==> config.mk <==
export PLATFORM = sky130hd
export DESIGN_NAME = apb_command_requester
export DESIGN_NICKNAME = d
export VERILOG_FILES = /design/src/rtl/apb_requester_pkg.sv /design/src/rtl/apb_command_requester.sv
export SDC_FILE = /design/constraint.sdc
export NUM_CORES = 1
export LEC_CHECK = 0
export CAP_MARGIN = 20
export CORE_MARGIN = 5
export CORE_UTILIZATION = 45
export DETAILED_ROUTE_END_ITERATION = 16
export PLACE_DENSITY = 0.82
export SLEW_MARGIN = 10
export SYNTH_ARGS = -nofsm -noshare
export SYNTH_HDL_FRONTEND = slang
export SYNTH_SLANG_ARGS = --single-unit
==> constraint.sdc <==
create_clock -name pclk -period 3.05 [get_ports pclk]
set_clock_uncertainty 0.15 [all_clocks]
set_input_delay 0.61 -clock pclk [delete_from_list [all_inputs] [get_ports pclk]]
set_output_delay 0.61 -clock pclk [all_outputs]
set_load 0.01 [all_outputs]
==> src/rtl/apb_requester_pkg.sv <==
// apb_requester_pkg: shared FSM state encoding and default timeout for the APB command requester
package apb_requester_pkg;
  localparam int TIMEOUT_CYCLES_DEF = 256;
  typedef enum logic [1:0] {IDLE, SETUP, ACCESS, RESP} state_t;
endpackage

==> src/rtl/apb_command_requester.sv <==
// apb_command_requester: one-at-a-time APB initiator fed by a valid/ready command port, with bounded wait
// Ports: pclk/preset_n (sync active-low); cmd_* command in (valid/ready); resp_* response out (valid/ready);
//        psel/penable/pwrite/paddr/pwdata/pstrb to completer; pready/pslverr/prdata from completer.
module apb_command_requester
  import apb_requester_pkg::*;
#(
  parameter int ADDR_WIDTH     = 32,
  parameter int DATA_WIDTH     = 32,
  parameter int TIMEOUT_CYCLES = TIMEOUT_CYCLES_DEF
) (
  input  logic                    pclk,
  input  logic                    preset_n,
  input  logic                    cmd_valid,
  output logic                    cmd_ready,
  input  logic                    cmd_write,
  input  logic [ADDR_WIDTH-1:0]   cmd_addr,
  input  logic [DATA_WIDTH-1:0]   cmd_wdata,
  input  logic [DATA_WIDTH/8-1:0] cmd_strb,
  output logic                    resp_valid,
  input  logic                    resp_ready,
  output logic [DATA_WIDTH-1:0]   resp_rdata,
  output logic                    resp_err,
  output logic                    resp_timeout,
  output logic                    psel,
  output logic                    penable,
  output logic                    pwrite,
  output logic [ADDR_WIDTH-1:0]   paddr,
  output logic [DATA_WIDTH-1:0]   pwdata,
  output logic [DATA_WIDTH/8-1:0] pstrb,
  input  logic                    pready,
  input  logic                    pslverr,
  input  logic [DATA_WIDTH-1:0]   prdata
);
  localparam int CW = $clog2(TIMEOUT_CYCLES);
  typedef struct packed {
    logic [DATA_WIDTH-1:0] rdata;
    logic                  err;
    logic                  timeout;
  } resp_t;
  state_t                  state, state_n;
  logic [CW-1:0]           cnt, cnt_n;
  resp_t                   resp, resp_n;
  logic                    cmd_ready_n, psel_n, penable_n, pwrite_n, resp_valid_n, tmo;
  logic [ADDR_WIDTH-1:0]   paddr_n;
  logic [DATA_WIDTH-1:0]   pwdata_n;
  logic [DATA_WIDTH/8-1:0] pstrb_n;
  assign resp_rdata   = resp.rdata;
  assign resp_err     = resp.err;
  assign resp_timeout = resp.timeout;
  // the last allowed wait cycle; a pready on this same cycle still wins
  assign tmo = !pready && cnt == CW'(TIMEOUT_CYCLES - 1);
  always_comb begin
    state_n      = state;
    cnt_n        = cnt;
    cmd_ready_n  = 1'b0;
    psel_n       = psel;
    penable_n    = penable;
    pwrite_n     = pwrite;
    paddr_n      = paddr;
    pwdata_n     = pwdata;
    pstrb_n      = pstrb;
    resp_valid_n = resp_valid;
    resp_n       = resp;
    case (state)
      IDLE: begin
        cmd_ready_n = 1'b1;
        if (cmd_valid && cmd_ready) begin
          state_n     = SETUP;
          cmd_ready_n = 1'b0;
          psel_n      = 1'b1;
          penable_n   = 1'b0;
          pwrite_n    = cmd_write;
          paddr_n     = cmd_addr;
          pwdata_n    = cmd_write ? cmd_wdata : '0;
          pstrb_n     = cmd_write ? cmd_strb : '0;
        end
      end
      SETUP: begin
        state_n   = ACCESS;
        penable_n = 1'b1;
        cnt_n     = '0;
      end
      ACCESS: begin
        if (pready || tmo) begin
          state_n       = RESP;
          psel_n        = 1'b0;
          penable_n     = 1'b0;
          resp_valid_n  = 1'b1;
          resp_n.err    = pready ? pslverr : 1'b1;
          resp_n.timeout = !pready;
          resp_n.rdata  = (pready && !pwrite && !pslverr) ? prdata : '0;
        end else
          cnt_n = cnt + CW'(1);
      end
      RESP: begin
        if (resp_ready) begin
          state_n      = IDLE;
          resp_valid_n = 1'b0;
          cmd_ready_n  = 1'b1;
        end
      end
      default: state_n = IDLE;
    endcase
  end
  always_ff @(posedge pclk) begin
    if (!preset_n) begin
      state      <= IDLE;
      cnt        <= '0;
      cmd_ready  <= 1'b0;
      psel       <= 1'b0;
      penable    <= 1'b0;
      pwrite     <= 1'b0;
      paddr      <= '0;
      pwdata     <= '0;
      pstrb      <= '0;
      resp_valid <= 1'b0;
      resp       <= '0;
    end else begin
      state      <= state_n;
      cnt        <= cnt_n;
      cmd_ready  <= cmd_ready_n;
      psel       <= psel_n;
      penable    <= penable_n;
      pwrite     <= pwrite_n;
      paddr      <= paddr_n;
      pwdata     <= pwdata_n;
      pstrb      <= pstrb_n;
      resp_valid <= resp_valid_n;
      resp       <= resp_n;
    end
  end
endmodule

# Word level (Yosys, flattened, before mapping)
# Index checks and enable logic that the tools add are counted.
# classes
reduce_logical,20
add_sub_neg,1
mux,21
eq_ne,8
# ops
cell,count
$mux W32,2
$pmux W8 S2,1
$reduce_and A3 Y1,4
$add A8 B1 Y8 const B,1
$eq A8 B8 Y1 const B,1
$mux W1,8
$mux W8,1
$ne A2 B2 Y1 const B,4
$pmux W2 S4,1
$mux W2,3
$pmux W1 S2,3
$reduce_and A2 Y1,3
$reduce_bool A2 Y1,3
$eq A2 B2 Y1 const B,2
$logic_and A1 B1 Y1,4
$mux W4,1
$logic_not A1 Y1,3
$pmux W1 S3,1
$reduce_bool A3 Y1,1
$eq A2 B1 Y1 const B,1
$logic_not A2 Y1,1
$logic_or A1 B1 Y1,1
# word_totals
reg_bits,117
input_bits,107
out_inout_bits,107
wordCells,63

# Longest topological paths before layout
# Gate-level depths: netlist (run 1).
# logic_depth
depth_word,5
mapped_depth,8
depth_no_buf,6

# Worst setup path after synthesis (run 1)
# No wires, ideal clock.
# synth_timing
path_kind,in2reg
start,in pready
end,reg cnt[5]
required_time_ps,2830
n_path_buf,0
setup_time_ps,70
setup_slack_ps,1309
t_arrival_ps,1521
stages,4
path_cell_list,and2b_2 o21ai_4 or4_1 a21oi_1
# synth_between
elab_chain_len,5
# synth_lines
element,line_no,source
from (decl),apb_command_requester.sv:30,"input logic pready,"
$logic_not A1 Y1,apb_command_requester.sv:51,assign tmo = !pready && cnt == CW'(TIMEOUT_CYCLES - 1);
$logic_and A1 B1 Y1,apb_command_requester.sv:51,
$logic_or A1 B1 Y1 *,apb_command_requester.sv:84,if (pready || tmo) begin
$ne A2 B2 Y1 (no source line) *,--,
$reduce_and A2 Y1 (no source line) *,--,
to (signal assigned),apb_command_requester.sv:120,cnt <= cnt_n;
to (decl),apb_command_requester.sv:41,"logic [CW-1:0] cnt, cnt_n;"
# Every way passes the cells marked *; elsewhere a longest branch is shown, timed or not.
# A chain may end at the register's enable or synchronous reset.

# Worst setup path after layout (run 1)
# layout_timing
start,reg cnt[0]
end,reg resp (netlist bit resp_rdata[20])
# layout_between
elab_chain_len,4
# layout_lines
element,line_no,source
$eq A8 B8 Y1,apb_command_requester.sv:51,
$logic_and A1 B1 Y1,apb_command_requester.sv:51,
$logic_or A1 B1 Y1,apb_command_requester.sv:84,
$reduce_and A2 Y1 (no source line),--,
to (signal assigned),apb_command_requester.sv:129,resp <= resp_n;
to (decl),apb_command_requester.sv:42,"resp_t resp, resp_n;"
# Every way passes these cells.

==> results of run 1 <==
[cell families after synthesis]
family | after synthesis | synth area share
muxes | 1 | 0.00211
adders and majority gates | 6 | 0.0158
buffers and inverters | 48 | 0.0491
DFF | 117 | 0.494
and+or+nand+nor | 242 | 0.228
AOI/OAI and AO/OA | 132 | 0.211
[state kept, by name, summed over array words and instances (netlist names), 2 cells and up]
signal      flops
paddr          32
pwdata         32
resp_rdata     32
cnt             8
pstrb           4
state           2
[how the worst max path moves through the flow]
stage | slack [ns] | depth (start not counted) | end | start
after floorplan | 1.31 | 4 | cnt[5] | pready
after global placement | 0.72 | 5 | cnt[5] | pready
after detailed placement | 0.65 | 5 | pwdata[18] | cmd_valid
after CTS | 0.78 | 1 | pwrite | pwrite
after global routing | 0.55 | 5 | resp_rdata[8] | cnt[0]
final | 0.79 | 5 | resp_rdata[20] | cnt[0]
[layer usage]
metal,global-route usage,vias up
met1,0.248,2139
met4,0.113,0
met2,0.385,141
li1,-,2262
met5,0,-
met3,0.0555,42
[layout by cell type (no fill, tap or decap), types with 2 or more instances in the layout]
cell type,n
nor3_1,2
o21a_1,4
nor2_1,4
inv_1,4
dfxtp_1,117
a21oi_1,5
o21ai_0,3
bufinv_16,3
clkinv_2,3
buf_4,6
nand4_1,2
nand3_1,76
and3_2,2
ha_1,6
buf_12,3
nand2_1,143
o21ai_4,2
a21boi_0,75
clkbuf_1,2
clkbuf_8,6
a21boi_1,30
o211ai_1,2
nor3b_1,2
clkdlybuf4s50_1,212
clkinvlp_4,2
a31oi_1,2
clkbuf_16,16
or3_2,2
[cell type report]
| class | count | area, µm² | share of cell area |
|---|---|---|---|
| clock inverters | 8 | 120 | 0.0159 |
| repair buffers | 222 | 2230 | 0.296 |
| flip-flops and latches | 117 | 2340 | 0.310 |
| clock buffers | 24 | 490 | 0.0650 |
| multi-input cells | 381 | 2180 | 0.289 |
| inverters | 4 | 15.0 | 0.00199 |
| well taps | 136 | 170 | 0.0225 |
[worst min-delay path, delay by kind of cell (launching register included)]
family           cells  cell delay (ns)
AND/OR/NAND/NOR      1             0.05
flip-flops           1             0.31
AO/OA/AOI/OAI        1             0.05
[stage by stage]
| stage | worst slack (ns) | std cells | power [µW] |
|---|---|---|---|
| floorplan | 1.31 | 546 | 2280 |
| global placement | 0.719 | 860 | 2750 |
| detailed placement | 0.649 | 860 | 2780 |
| CTS | 0.776 | 892 | 4800 |
| global route | 0.553 | 892 | 4970 |
| finish | 0.787 | 892 | 4760 |
[power by group]
group,internal (µW),switching [µW],total (µW)
combinational,497,519,1020
clock,1350,665,2010
sequential,1660,73.9,1730
==> results.py, run 1 <==
metrics = {
    "die": {
        "ios": 214,
        "start_util": 0.459,
        "die_h_um": 113,
        "rows": 37,
        "die_area_um2": 12700,
        "chipWidth_um": 113,
        "coreArea_um2": 10300,
    },
    "sta": {
        "fin_crit_ns": 2.26,
        "worst_pin_slew_ns": 0.844,
        "fmaxAchievable_mhz": 442,
        "setup_viol": 0,
        "holdWs_ns": 0.302,
        "fin_crit_sh": 0.742,
        "slew_viol_final": 0,
        "hold_viol_final": 0,
        "slew_headroom": 0.435,
        "tns_ns": 0,
        "grt_setup_unrepaired": "no",
    },
    "placement": {
        "port_buffers": 213,
        "place_area_um2": 6940,
        "place.gp.congestion": 0.821,
        "dp_hpwl_um": 10300,
    },
    "cts": {
        "cts_post_setup_buffers_inserted": 0,
        "clkTransAtPathRegs_ns": 0.06,
        "worstSkewPairLatency_ns": 0.50,
        "cts.sinks": 117,
        "tritoncts": "built",
        "clock-root-buffer": "clkbuf_8",
        "clockBufferDepth": 2,
        "cts_buffers": 17,
        "postCtsResizedCells": 0,
        "postCtsHoldBufs": 0,
        "h-tree-depth": 4,
    },
    "worst_setup_path": {
        "reg2reg_slack_ns": 0.79,
        "reg2reg_to": "resp_rdata[20]",
        "r2r_start": "cnt[0]",
        "worstRegToRegCells": 5,
        "cpLargestDelayFamily": "compound AO/OA/AOI/OAI gates",
        "cp-end-kind": "register",
        "critPathMaxStageDelay_ns": 0.70,
        "critPathKind": "register to register",
        "path_cells": "ha_1 > nand4_1 > o21ai_4 > nand3_1 > a21boi_1",
        "cp_max_fo": 34,
        "setup.worst_path.start_class": "register",
        "cp_num_buf_inv": 0,
        "cpMaxStageDelayCell": "o21ai_4",
        "critPathRequiredTime_ns": 3.34,
        "cp_data_arrival_time_ns": 2.55,
    },
    "logic_synthesis": {
        "syn_area_um2": 4740,
        "synth.avg_cell_area_um2": 8.69,
        "synth_top_area_frac": 0.494,
        "netlist_instances": 546,
        "synth_top_flop_cell": "dfxtp_1",
        "synth_most_common_cell": "nand2_1",
        "synthTopCellsByArea": "dfxtp_1, a21boi_0, nand2_1",
        "synth_edf_count": 0,
        "ys_top_cells_by_count": "nand2_1, dfxtp_1, nand3_1, a21boi_0, a21boi_1",
        "synthesis.yosys.warnings": 0,
        "synth.ff_latch_count": 117,
        "synthArstFlopShare": 0,
        "synth.distinct_cells": 40,
        "ys_seq_area_frac": 0.494,
        "syn-num-nets": 659,
        "yosysTopAreaCell": "dfxtp_1",
    },
    "pwr": {
        "peakVddDrop_uv": 525,
        "leakage_uw": 0.00262,
        "p_per_area_nw_per_um2": 630,
    },
    "finish": {
        "antenna_cells": 0,
        "nets": 856,
        "final_area_um2": 7550,
        "fill_cells": 774,
        "final_core_util": 0.731,
        "syn2layout_area_growth_pct": 59.2,
        "drive_gt1_frac": 0.0728,
    },
    "global_routing": {
        "grt_pass1_vias": 4515,
        "grt_overflow": 0,
        "grt_usage": 0.221,
        "antenna_found_initial": 0,
        "grt_pass1_wl_um": 22700,
        "grt_max_degree": 61,
    },
    "hold_path": {
        "min-delay-start": "resp_rdata[15]",
        "hold-path-endpoint": "resp_rdata[15]",
        "worstHoldPathType": "register to register",
        "hold_path_depth": 2,
    },
    "route": {
        "finalWirelength_um": 14300,
        "drtPass1Iterations": 4,
        "top_layer": "met4",
        "wirelength_met1_um": 5530,
        "ant_nets": 0,
        "vias_per_cell": 5.14,
        "dr.first_iter.drc_count": 249,
        "via_count": 4584,
        "wl_per_cell_um": 16.0,
        "dr_wl_met3_um": 792,
        "drc": 0,
        "wl_met2_um": 7400,
    },
    "job": {
        "drv_cap": 0,
    },
    "outcome": {
        "outcome": "finished, final reports clean",
    },
}
Power figures use the tool's default switching activity.
==> run 2, diff against run 1 <==
--- a/config.mk
+++ b/config.mk
@@ -7,9 +7,9 @@
 export LEC_CHECK = 0
 export CAP_MARGIN = 20
 export CORE_MARGIN = 5
-export CORE_UTILIZATION = 45
+export CORE_UTILIZATION = 42
 export DETAILED_ROUTE_END_ITERATION = 16
-export PLACE_DENSITY = 0.82
+export PLACE_DENSITY = 0.77
 export SLEW_MARGIN = 10
 export SYNTH_ARGS = -nofsm -noshare
 export SYNTH_HDL_FRONTEND = slang
==> constraint.sdc (replaced) <==
create_clock -name pclk -period 2.2 [get_ports pclk]
set_clock_uncertainty 0.15 [all_clocks]
set_input_delay 0.44 -clock pclk [delete_from_list [all_inputs] [get_ports pclk]]
set_output_delay 0.44 -clock pclk [all_outputs]
set_load 0.01 [all_outputs]
==> run 2 against run 1 <==
- sequential share of layout area about the same
- largest power group unchanged
- routed wire length about the same
- register-to-register slack worse by 0.54 ns
- non-clock buffer count up 3
- design area about the same
- utilization down 4.1 points
- setup slack worse by 0.55 ns
- worst hold slack worse by 0.0084 ns
- sequential power up 39%
- count of clock-buffer cells in the layout up 4
- flip-flop and latch count unchanged
==> results.py, run 2 (synthesis results as in run 1) <==
metrics = {
    "worst_setup_path": {
        "cpMaxStageDelayCell": "clkdlybuf4s50_1",
        "setup.worst_path.start_class": "register",
        "critPathRequiredTime_ns": 1.61,
        "reg2reg_slack_ns": 0.25,
        "cp_max_fo": 3,
        "cp_data_arrival_time_ns": 1.37,
        "cp-end-kind": "primary output",
        "reg2reg_to": "state[0]",
        "path_cells": "clkdlybuf4s50_1",
        "worstRegToRegCells": 6,
        "critPathKind": "register to primary output",
        "critPathMaxStageDelay_ns": 0.58,
        "cpLargestDelayFamily": "buffers and inverters",
        "r2r_start": "cnt[0]",
        "cp_num_buf_inv": 1,
    },
    "finish": {
        "final_common_cell": "clkdlybuf4s50_1",
        "drive_gt1_frac": 0.0698,
        "antenna_cells": 0,
        "syn2layout_area_growth_pct": 59.1,
        "final_core_util": 0.690,
        "nets": 859,
        "final_cell_mix": "clkdlybuf4s50_1, nand2_1, dfxtp_1, nand3_1, a21boi_0",
    },
    "die": {
        "rows": 38,
        "start_util": 0.434,
        "die_area_um2": 13500,
        "ios": 214,
        "coreArea_um2": 10900,
        "chipWidth_um": 116,
        "die_h_um": 116,
    },
    "cts": {
        "cts_post_setup_buffers_inserted": 0,
        "postCtsHoldBufs": 0,
        "postCtsResizedCells": 0,
        "tritoncts": "built",
        "clock-root-buffer": "clkbuf_16",
        "h-tree-depth": 4,
        "cts.sinks": 117,
        "clockBufferDepth": 2,
        "worstSkewPairLatency_ns": 0.41,
        "cts_buffers": 17,
        "clkTransAtPathRegs_ns": 0.05,
    },
    "global_routing": {
        "grt_util_met1": 0.238,
        "grt_pass1_wl_um": 22100,
        "antenna_found_initial": 0,
        "use_met2": 0.357,
        "grt_use_met3": 0.0570,
        "grt_pass1_vias": 4439,
        "grt-busiest-layer": "met2",
        "grt_usage": 0.208,
        "grt_max_degree": 90,
        "grt_overflow": 0,
    },
    "hold_path": {
        "hold-path-endpoint": "resp_rdata[5]",
        "worstHoldPathType": "register to register",
        "min-delay-start": "resp_rdata[5]",
        "hold_path_depth": 2,
    },
    "route": {
        "finalWirelength_um": 14300,
        "drc": 0,
        "ant_nets": 0,
        "dr.first_iter.drc_count": 232,
        "vias_per_cell": 5.07,
        "via_count": 4557,
        "wl_per_cell_um": 15.9,
        "drtPass1Iterations": 4,
    },
    "job": {
        "drv_cap": 0,
    },
    "sta": {
        "holdWs_ns": 0.293,
        "fmaxAchievable_mhz": 509,
        "worst_pin_slew_ns": 0.343,
        "tns_ns": 0,
        "setup_viol": 0,
        "fin_crit_sh": 0.893,
        "grt_setup_unrepaired": "no",
        "slew_viol_final": 0,
        "hold_viol_final": 0,
        "slew_headroom": 0.772,
        "fin_crit_ns": 1.96,
    },
    "outcome": {
        "outcome": "finished, final reports clean",
    },
    "pwr": {
        "p_per_area_nw_per_um2": 833,
        "leakage_uw": 0.00261,
        "peakVddDrop_uv": 607,
        "total_power_uw": 6290,
    },
    "placement": {
        "dp_hpwl_um": 10100,
        "place.gp.congestion": 0.794,
        "port_buffers": 213,
    },
}
run 2: cell types whose count changed in the layout (fill, tap and decap cells not counted):
cell        delta
clkinvlp_4     -2
clkbuf_16      +1
clkbuf_8       -2
clkinv_2       +1
clkbuf_1       +5
bufinv_16      -3
buf_12         +4
buf_4          -1
run 2: area by class of cell:
class | instances | area [µm²]
fill | 870 | 3390
sequential | 117 | 2340
timing repair buffer | 225 | 2300
multi-input combinational | 381 | 2180
clock buffer | 28 | 507
tap | 140 | 175
clock inverter | 4 | 20.0
inverter | 4 | 15.0
run 2: worst max path at each step:
| stage | endpoint | start | cells after the start | slack [ns] |
|---|---|---|---|---|
| after floorplan | psel | cnt[0] | 8 | 0.48 |
| after global placement | cnt[5] | pready | 5 | 0.12 |
| after detailed placement | cnt[3] | pready | 5 | 0.07 |
| after CTS | pwrite | pwrite | 1 | 0.20 |
| after global routing | resp_rdata[12] | state[0] | 7 | 0.16 |
| final | pwrite | pwrite | 1 | 0.24 |
run 2: stage by stage:
stage	setup WS, ns	std cells	area, µm²
2_1_floorplan	0.477	546	4740
3_3_place_gp	0.117	867	7020
3_5_place_dp	0.0666	867	7020
4_1_cts	0.196	899	7540
5_1_grt	0.158	899	7540
6_report	0.236	899	7540
run 2: power breakdown:
part	switching (µW)	internal, µW
clock	868	1550
sequential	101	2300
combinational	734	737
total	1700	4580
run 2: routing by layer:
layer	vias to the layer above	routed length (µm)	share of wire
li1	2260	-	-
met1	2114	5780	0.40
met2	149	7220	0.50
met3	34	781	0.055
met4	0	527	0.037
met5	-	0	0
==> run 3, diff against run 2 <==
--- a/config.mk
+++ b/config.mk
@@ -6,7 +6,7 @@
 export NUM_CORES = 1
 export LEC_CHECK = 0
 export CAP_MARGIN = 20
-export CORE_MARGIN = 5
+export CORE_MARGIN = 3
 export CORE_UTILIZATION = 42
 export DETAILED_ROUTE_END_ITERATION = 16
 export PLACE_DENSITY = 0.77
==> run 3 against run 2 <==
- setup slack got worse by 0.018 ns
- power rose by 4.8%
- sequential share of layout area fell by 0.53 points
- global-route usage rose by 1.0 points
- combinational power rose by 3%
- clock power rose by 11%
- worst hold slack improved by 0.0059 ns
- design area rose by 1.7%
- fmax fell by 0.91%
- first-iteration DRC count rose by 21%
- count of clock-buffer cells in the layout fell by 8
- die area fell by 6.8%
==> results.py, run 3 (synthesis results as in run 1) <==
metrics = {
    "route": {
        "vias_per_cell": 5.09,
        "drc": 0,
        "drtPass1Iterations": 5,
        "via_count": 4596,
        "dr.first_iter.drc_count": 281,
        "ant_nets": 0,
        "finalWirelength_um": 14100,
        "wl_per_cell_um": 15.6,
    },
    "worst_setup_path": {
        "r2r_start": "state[0]",
        "critPathKind": "register to primary output",
        "worstRegToRegCells": 7,
        "path_cells": "clkdlybuf4s50_1",
        "cp_num_buf_inv": 1,
        "cp-end-kind": "primary output",
        "critPathMaxStageDelay_ns": 0.59,
        "setup.worst_path.start_class": "register",
        "cp_data_arrival_time_ns": 1.39,
        "cpMaxStageDelayCell": "clkdlybuf4s50_1",
        "reg2reg_to": "resp_rdata[26]",
        "reg2reg_slack_ns": 0.25,
        "critPathRequiredTime_ns": 1.61,
        "cp_max_fo": 3,
        "cpLargestDelayFamily": "buffers and inverters",
    },
    "die": {
        "die_area_um2": 12600,
        "ios": 214,
        "coreArea_um2": 10900,
        "rows": 38,
        "start_util": 0.434,
        "chipWidth_um": 112,
        "die_h_um": 112,
    },
    "pwr": {
        "power.switching_uw": 1760,
        "power.internal_uw": 4830,
        "swShare": 0.267,
        "combinationalPowerShare": 0.230,
        "p_clk_frac": 0.406,
        "pwr-share-seq": 0.364,
        "leakage_uw": 0.00266,
        "p_per_area_nw_per_um2": 859,
        "peakVddDrop_uv": 670,
    },
    "sta": {
        "hold_viol_final": 0,
        "fin_crit_ns": 1.98,
        "slew_headroom": 0.627,
        "fmaxAchievable_mhz": 504,
        "tns_ns": 0,
        "slew_viol_final": 0,
        "setup_viol": 0,
        "worst_pin_slew_ns": 0.560,
        "grt_setup_unrepaired": "no",
        "fin_crit_sh": 0.901,
    },
    "placement": {
        "place.gp.congestion": 0.791,
        "dp_hpwl_um": 9950,
        "port_buffers": 213,
    },
    "hold_path": {
        "hold-path-endpoint": "resp_rdata[30]",
        "worstHoldPathType": "register to register",
        "min-delay-start": "resp_rdata[30]",
        "hold_path_depth": 2,
    },
    "finish": {
        "drive_gt1_frac": 0.0813,
        "final_cell_mix": "clkdlybuf4s50_1, nand2_1, dfxtp_1, nand3_1, a21boi_0",
        "nets": 864,
        "final_core_util": 0.702,
        "syn2layout_area_growth_pct": 61.8,
        "final_common_cell": "clkdlybuf4s50_1",
        "antenna_cells": 0,
    },
    "global_routing": {
        "grt_pass1_vias": 4479,
        "grt_usage": 0.218,
        "antenna_found_initial": 0,
        "grt_max_degree": 58,
        "grt_overflow": 0,
        "grt_pass1_wl_um": 22400,
    },
    "cts": {
        "clock-root-buffer": "clkbuf_16",
        "worstSkewPairLatency_ns": 0.40,
        "clockBufferDepth": 2,
        "tritoncts": "built",
        "cts_buffers": 17,
        "h-tree-depth": 4,
        "cts.sinks": 117,
        "clkTransAtPathRegs_ns": 0.05,
    },
    "job": {
        "drv_cap": 0,
    },
    "outcome": {
        "outcome": "finished, final reports clean",
    },
}
run 3: cell types whose count changed in the layout (fill, tap and decap cells not counted):
cell,before,now
clkbuf_1,7,3
clkbuf_8,4,0
buf_12,7,10
bufinv_16,0,3
clkinv_2,4,6
clkinvlp_4,0,2
buf_4,5,6
ha_1,6,5
ha_2,0,1
o21ai_4,2,3
run 3: layout make-up:
class	instances	area [µm²]
Tap cell	140	175
Multi-Input combinational cell	382	2200
Fill cell	859	3260
Clock buffer	20	437
Sequential cell	117	2340
Inverter	4	15.0
Clock inverter	11	135
Timing Repair Buffer	229	2370
run 3: timing repair:
item | 4_1_cts | 5_1_grt
setup buffers | 0 | 2
hold endpoints to repair | 0 | 0
gates cloned | 0 | 1
pin swaps | 0 | 2
setup endpoints to repair | 2 | 33
gates resized for setup | 1 | 1
hold buffers | 0 | 0
run 3: per-stage QoR:
stage | cell area [µm²] | worst slack [ns] | hold WS, ns | total power, µW | instances
floorplan | 4740 | 0.477 | 0.321 | 3170 | 546
global placement | 7040 | 0.111 | 0.286 | 3870 | 869
detailed placement | 7040 | 0.00176 | 0.293 | 3920 | 869
CTS | 7620 | 0.0230 | 0.301 | 6620 | 900
global route | 7670 | 0.143 | 0.321 | 6900 | 903
finish | 7670 | 0.218 | 0.299 | 6590 | 903
run 3: metal layers:
metal  up-vias  global-route usage  share of wire
met1      2136               0.253           0.41
met4         0              0.0913          0.023
met5         -                   0              0
met3        26              0.0426          0.047
met2       154               0.393           0.52
li1       2280                   -              -
run 3: worst max-delay path by stage:
stage / from / endpoint / slack, ns / depth (start not counted)
final: pwrite / pwrite / 0.22 / 1
after CTS: state[0] / resp_rdata[12] / 0.02 / 6
after floorplan: cnt[0] / psel / 0.48 / 8
after global routing: state[0] / resp_rdata[15] / 0.14 / 7
after global placement: pready / cnt[5] / 0.11 / 5
after detailed placement: state[0] / resp_rdata[26] / 0.002 / 6
run 3: power groups by stage:
| stage | Combinational, µW | Clock (µW) | Sequential (µW) |
|---|---|---|---|
| 3_5_place_dp | 1480 | 0 | 2440 |
| 3_3_place_gp | 1440 | 0 | 2430 |
| 5_1_grt | 1640 | 2840 | 2420 |
| 6_report | 1510 | 2680 | 2400 |
| 4_1_cts | 1490 | 2730 | 2400 |
| 2_1_floorplan | 665 | 0 | 2500 |
